$ cat src/rtl/rgb_to_gray_stream.sv
// rgb_to_gray_stream: streaming RGB -> grayscale converter for the image filter path.
// Each beat carries NUM_PIXELS RGB pixels. All pixels are converted in parallel
// through a two-stage pipeline (S1 arithmetic, S2 output register) with valid/ready
// handshakes and full backpressure on both sides.
// Runtime mode (sampled with the beat): 0 = mean (R+G+B)/3, 1 = integer BT.601 luma.
// Optional feature macro GRAY_THRESHOLD_EN adds the ports threshold and bin_en.
// They apply per-beat binarisation in S2, so the pipeline latency does not change.
module rgb_to_gray_stream #(
  parameter int BIT_PER_PIXEL = 8,
  parameter int NUM_PIXELS    = 9
) (
  input  logic                                  clk,
  input  logic                                  reset,
  input  logic                                  in_valid,
  output logic                                  in_ready,
  input  logic [NUM_PIXELS*3*BIT_PER_PIXEL-1:0] in_rgb,
  input  logic                                  in_mode,
`ifdef GRAY_THRESHOLD_EN
  input  logic [BIT_PER_PIXEL-1:0]              threshold,
  input  logic                                  bin_en,
`endif
  output logic                                  out_valid,
  input  logic                                  out_ready,
  output logic [NUM_PIXELS*BIT_PER_PIXEL-1:0]   out_gray,
  output logic [15:0]                           beat_cnt
);

  localparam int BPP = BIT_PER_PIXEL;
  // One S1 slot per pixel. It is wide enough for the luma accumulator.
  // The mean sum only occupies the low BPP+2 bits of the slot.
  localparam int AW  = BPP + 8;
  localparam logic [BPP+1:0] THREE = (BPP+2)'(3);

  logic                         s1_valid_reg;
  logic                         s1_mode_reg;
  logic [NUM_PIXELS*AW-1:0]     s1_val_reg;
  logic [NUM_PIXELS*AW-1:0]     s1_val_next;
  logic                         s2_valid_reg;
  logic [NUM_PIXELS*BPP-1:0]    out_gray_reg;
  logic [NUM_PIXELS*BPP-1:0]    out_gray_next;
  logic [15:0]                  beat_cnt_reg;
  logic                         s1_adv;
  logic                         s2_adv;
`ifdef GRAY_THRESHOLD_EN
  logic [BPP-1:0]               s1_thr_reg;
  logic                         s1_bin_reg;
`endif

  // Advance conditions. in_ready is combinational from out_ready.
  // This lets a full pipeline accept a new beat in the same cycle it emits one.
  always_comb begin
    s2_adv   = !s2_valid_reg || out_ready;
    s1_adv   = !s1_valid_reg || s2_adv;
    in_ready = s1_adv;
  end

  genvar gi;
  generate
    for (gi = 0; gi < NUM_PIXELS; gi++) begin : g_px
      logic [AW-1:0]  r_w;
      logic [AW-1:0]  g_w;
      logic [AW-1:0]  b_w;
      logic [BPP-1:0] mean_gray;
      logic [BPP-1:0] luma_gray;
      logic [BPP-1:0] plain_gray;

      assign r_w = AW'(in_rgb[(3*gi+0)*BPP +: BPP]);
      assign g_w = AW'(in_rgb[(3*gi+1)*BPP +: BPP]);
      assign b_w = AW'(in_rgb[(3*gi+2)*BPP +: BPP]);

      // S1: the luma weights sum to 256, so the accumulator never exceeds BPP+8 bits.
      assign s1_val_next[gi*AW +: AW] = in_mode
          ? (r_w * AW'(77) + g_w * AW'(150) + b_w * AW'(29))
          : (r_w + g_w + b_w);

      // S2: both reductions land exactly in BPP bits, so no saturation is needed.
      assign mean_gray  = BPP'(s1_val_reg[gi*AW +: BPP+2] / THREE);
      assign luma_gray  = s1_val_reg[gi*AW+8 +: BPP];
      assign plain_gray = s1_mode_reg ? luma_gray : mean_gray;

`ifdef GRAY_THRESHOLD_EN
      assign out_gray_next[gi*BPP +: BPP] = s1_bin_reg
          ? {BPP{(plain_gray >= s1_thr_reg)}}
          : plain_gray;
`else
      assign out_gray_next[gi*BPP +: BPP] = plain_gray;
`endif
    end
  endgenerate

  // S1 register: load a new beat whenever S1 can advance.
  // The mode and threshold settings travel with the beat.
  always_ff @(posedge clk) begin
    if (reset) begin
      s1_valid_reg <= 1'b0;
      s1_mode_reg  <= 1'b0;
      s1_val_reg   <= '0;
`ifdef GRAY_THRESHOLD_EN
      s1_thr_reg   <= '0;
      s1_bin_reg   <= 1'b0;
`endif
    end else if (s1_adv) begin
      s1_valid_reg <= in_valid;
      if (in_valid) begin
        s1_mode_reg <= in_mode;
        s1_val_reg  <= s1_val_next;
`ifdef GRAY_THRESHOLD_EN
        s1_thr_reg  <= threshold;
        s1_bin_reg  <= bin_en;
`endif
      end
    end
  end

  // S2 output register. It holds its contents while the downstream side stalls.
  always_ff @(posedge clk) begin
    if (reset) begin
      s2_valid_reg <= 1'b0;
      out_gray_reg <= '0;
    end else if (s2_adv) begin
      s2_valid_reg <= s1_valid_reg;
      if (s1_valid_reg) begin
        out_gray_reg <= out_gray_next;
      end
    end
  end

  // Count accepted output beats. The counter wraps naturally at 16 bits.
  always_ff @(posedge clk) begin
    if (reset) begin
      beat_cnt_reg <= '0;
    end else if (s2_valid_reg && out_ready) begin
      beat_cnt_reg <= beat_cnt_reg + 16'd1;
    end
  end

  assign out_valid = s2_valid_reg;
  assign out_gray  = out_gray_reg;
  assign beat_cnt  = beat_cnt_reg;

endmodule

$ cat config.mk
export PLATFORM = sky130hd
export DESIGN_NAME = rgb_to_gray_stream
export DESIGN_NICKNAME = d
export VERILOG_FILES = /design/src/rtl/rgb_to_gray_stream.sv
export SDC_FILE = /design/constraint.sdc
export NUM_CORES = 2
export LEC_CHECK = 0
export CORE_UTILIZATION = 40
export DETAILED_ROUTE_END_ITERATION = 8
export HOLD_SLACK_MARGIN = 0.03
export PLACE_DENSITY = 0.6
export SYNTH_ARGS = -nofsm -noshare
export SYNTH_HDL_FRONTEND = slang
export SYNTH_SLANG_ARGS = --single-unit
$ cat constraint.sdc
create_clock -name clk -period 13 [get_ports clk]
set_input_delay 2.6 -clock clk [delete_from_list [all_inputs] [get_ports clk]]
set_output_delay 2.6 -clock clk [all_outputs]
set_load 0.005 [all_outputs]
# Word-level counts from Yosys, hierarchy flattened
# Index checks and enable logic that the tools add are counted.
op_classes:
  n_addsub: 37
  mul: 27
  div_mod_pow: 9
  magnitude_cmp: 0
  eq_ne: 0
  shifts: 0
  mux: 18
  bitwise: 0
  reduce_logical: 7
op_table:
  columns: ["operator", "n"]
  rows:
  - ["8-bit by 7-bit multiplier with 15-bit output, second input constant", 18]
  - ["15-bit by 16-bit adder with 16-bit output", 9]
  - ["16-bit by 13-bit adder with 16-bit output", 9]
  - ["16-bit 2-to-1 mux", 9]
  - ["8-bit by 5-bit multiplier with 13-bit output, second input constant", 9]
  - ["9-bit by 8-bit adder with 10-bit output", 9]
  - ["10-bit by 2-bit divider with 10-bit output, second input constant", 9]
  - ["8-bit by 8-bit adder with 9-bit output", 9]
  - ["8-bit 2-to-1 mux", 9]
  - ["16-bit by 1-bit adder with 16-bit output, second input constant", 1]
  - ["2-bit AND reduction", 2]
  - ["1-bit zero test", 2]
  - ["1-bit logical OR", 2]
  - ["1-bit logical AND", 1]
word_totals:
  reg_bits: 235
  latch_bits: 0
  mem_bits_rw: 0
  mem_bits_ro: 0
  out_inout_bits: 90
  wordCells: 104
  n_memories: 0

# Logic depth before layout (Yosys ltp)
depth:
  word_depth: 4
  mapped_depth: 28

# Worst setup path after synthesis
# OpenSTA, ideal clock, no wires.
synth_timing:
  path_type: "input-to-reg"
  from: "input port in_rgb[204]"
  to: "register s1_val_reg[143]"
  t_arrival_ns: 8.348
  required_ns: 12.883
  path_slack_ns: 4.535
  path_stages: 24
  n_path_buf: 1
  path_cell_list: "ha_1 -> ha_1 -> inv_1 -> fa_1 -> fa_1 -> inv_1 -> ha_1 -> xnor2_1 -> fa_1 -> inv_1 -> fa_1 -> fa_1 -> inv_1 -> fa_1 -> ha_1 -> clkbuf_1 -> and3_1 -> a211oi_1 -> nand2_1 -> a31oi_1 -> nor3_1 -> a311oi_1 -> xnor2_1 -> a22o_1"
synth_via:
  elab_chain_len: 4
synth_lines:
  columns: ["element", "line_no", "source"]
  rows:
  - ["start: declaration", "16", "input logic [NUM_PIXELS*3*BIT_PER_PIXEL-1:0] in_rgb,"]
  - ["8-bit by 7-bit multiplier with 15-bit output", "73", "? (r_w * AW'(77) + g_w * AW'(150) + b_w * AW'(29))"]
  - ["15-bit by 16-bit adder with 16-bit output", "73", null]
  - ["16-bit by 13-bit adder with 16-bit output", "73", null]
  - ["16-bit 2-to-1 mux", "73", null]
  - ["end signal: assignment", "106", "s1_val_reg <= s1_val_next;"]
  - ["end: declaration", "36", "logic [NUM_PIXELS*AW-1:0] s1_val_reg;"]
# Every way passes these cells.
# A chain may end at the register's enable or synchronous reset.

# Worst setup path in the final report
# Ends and elaborated chain as after synthesis.

==> results.md <==
* Prevailing post-synth register cell: dfxtp_1
* Setup tns final at 0 ns
* Number of synthesized register bits at ~240
* Final Hold Fails at 0
* First-pass DRT Iterations at 5
* Inserted Clock Buffers at 28
* Post-CTS setup buffer count at 0
* Final instance area at ~55,000 um^2
* GR Util All Layers at between 20% and 30%
* # diodes at 0
* Area Growth Syn to Fin at 10.7%
* Post-Syn Area per Cell at roughly 8.6 um^2
* Gpl congestion at roughly 0.88
* I/O pin cnt at ~310
* Worst Setup Start Kind: input pin
* Outcome: complete, no violations
* Final Skew at 0.0140 ns
* Initial Util at 40.5%
* CTS root buffer: clkbuf_16
* Fin crit period at slightly below 9 ns
* Die width at around 350 um
* Post-route clock period utilization at between 60% and 70%
* Global-route wire length before repair at roughly 210,000 um
* Critical path class: in2reg
* Final wirelength at around 130,000 um
* CTS hold repair buffers at 0
* CTS tree: done
* H-Tree Depth at 1
* Synth Warn # at 0
* Final net count at roughly 7,500
* Die area at around 120,000 um^2
* Vias in the first global route at between 30,000 and 40,000
* Placeable Area at between 100,000 and 150,000 um^2
* Number of routed nets with antenna violations at 0
* Placed cell area at approximately 54,000 um^2
* Pin count of the biggest net entering global routing at 86
* Overflow after GRT at 0
* GR Util met1 at ~28%
* Via count at slightly below 40,000
* # rows at ~130
* Max reg flops at approximately 140
* Iteration-0 DRC count of the detailed router at approximately 2,100
* Final Setup Violations at 0
* Worst-Margin Slew at around 1.1 ns
* Asr flop ratio synth at 0%
* Max transition margin at about a quarter
* Worst Hold Class: reg2reg
* RSZ-0062 raised after global routing: no
* GR Layer Usage met2 at roughly a third
* Gr busiest metal: met2
* Port bufs at 310
* Die height at roughly 350 um
* Arrival time at the worst endpoint at between 9 and 10 ns
* CTS Buffer Depth at 3
* CTS sink count at 235
* Drt via density at approximately 5.2
* CP Max Fanout at 5
* # DRC at 0
* Post-Syn Area at between 40,000 and 50,000 um^2
* Synth Instances at 5,744
* Endpoint class of the critical path: flip-flop
* Post-synthesis cell type count at around 110
* CTS clk-pin slew, worst paths at 0.07 ns
* Max_cap viols at 0
* Sequential area share after synthesis at approximately a tenth
* Max Slew Vio Count at 0
* Initial antenna violation count at 1
* Max Clk Rate at around 0.11 GHz
* Post-synth EDFFs at 0
* Worst-Skew Late Latency at approximately 0.58 ns
* Share of layout cells above drive strength 1 at approximately 2.4%
* GR Util met3 at roughly 3.6%
* WL/cell at 16.7 um
* DP HPWL at 103,000 um
* Mapped Nets at approximately 7,400
* Final core occ at roughly 45%
* Worst Path Required at around 13 ns
* Post-CTS sizing at 0
worst paths after layout:
path | cells past startpoint | start | slack, ns | endpoint
max | 24 | in_rgb[204] | 4.22 | s1_val_reg[143]
min | 2 | out_gray[28] | 0.45 | out_gray[28]
max reg2reg | 16 | s1_val_reg[86] | 8.79 | out_gray[40]
min reg2reg | 2 | out_gray[28] | 0.45 | out_gray[28]
metrics by stage:
step | worst slack (ns) | hold WS, ns | std cells
2_1_floorplan | 4.53 | 0.432 | 5744
5_1_grt | 3.90 | 0.472 | 7528
4_1_cts | 4.24 | 0.454 | 7528
6_report | 4.22 | 0.452 | 7528
3_3_place_gp | 3.65 | 0.439 | 7476
3_5_place_dp | 3.62 | 0.444 | 7476
kinds of logic after synthesis:
logic type | synth area share (%)
fa+ha+maj | 45.4
buf+inv | 10.3
compound gates | 17.4
mux | 0.905
simple gates | 11.6
xor+xnor | 4.77
flops | 9.53
synth_stat cells, types with 44 or more instances:
master	n	area (um^2)
a21o_1	95	713
xor2_1	63	552
inv_1	1084	4070
nor2_1	313	1170
ha_1	856	10700
nor3_1	81	405
xnor2_1	206	1800
nor3b_1	44	330
nand2_1	333	1250
a21oi_1	377	1890
a211oi_1	129	968
nand3_1	60	300
nor2b_1	79	494
dfxtp_1	235	4700
o21ai_0	195	976
clkbuf_1	152	571
nand2b_1	79	494
fa_1	585	11700
cells in the final DEF, fill, tap and decap left out, types with 78 or more instances in the layout:
cell type        synthesis  final
nor2b_1                 79     78
nand2b_1                79     78
o21ai_0                195    195
nor2_1                 313    312
clkdlybuf4s50_1          0    308
a21o_1                  95     95
nand2_1                333    332
fa_1                   585    585
a211oi_1               129    129
xnor2_1                206    206
nor3_1                  81     81
dfxtp_1                235    234
inv_1                 1084   1083
a21oi_1                377    377
ha_1                   856    856
worst max-delay path: stages:
cell	delay, ns
clkdlybuf4s50_1	0.61
ha_1	0.28
ha_1	0.27
inv_1	0.05
fa_1	0.51
fa_1	0.52
inv_1	0.04
ha_1	0.34
xnor2_1	0.22
fa_1	0.43
inv_1	0.09
fa_1	0.43
fa_1	0.49
inv_1	0.05
fa_1	0.47
ha_1	0.38
and3_1	0.21
a211oi_1	0.24
nand2_1	0.08
a31oi_1	0.22
nor3_1	0.11
a311oi_1	0.32
xnor2_1	0.11
a22o_1	0.19
routing by layer:
layer  vias to the layer above  routed length, um
met5                         -                  0
li1                      19600                  -
met2                       706              57800
met3                        96               6850
met1                     18900              59700
met4                         0               1740
layout make-up:
type	count	area (um^2)
clock buffer	39	825
clock inverter	13	136
inverter	1091	4100
multi-input combinational	4193	39600
fill	12000	67400
sequential	235	4710
timing repair buffer	332	3270
tap	1625	2030
Power is not shown: default switching activity piles up to over one toggle a cycle in this logic, so the estimate is an artifact.
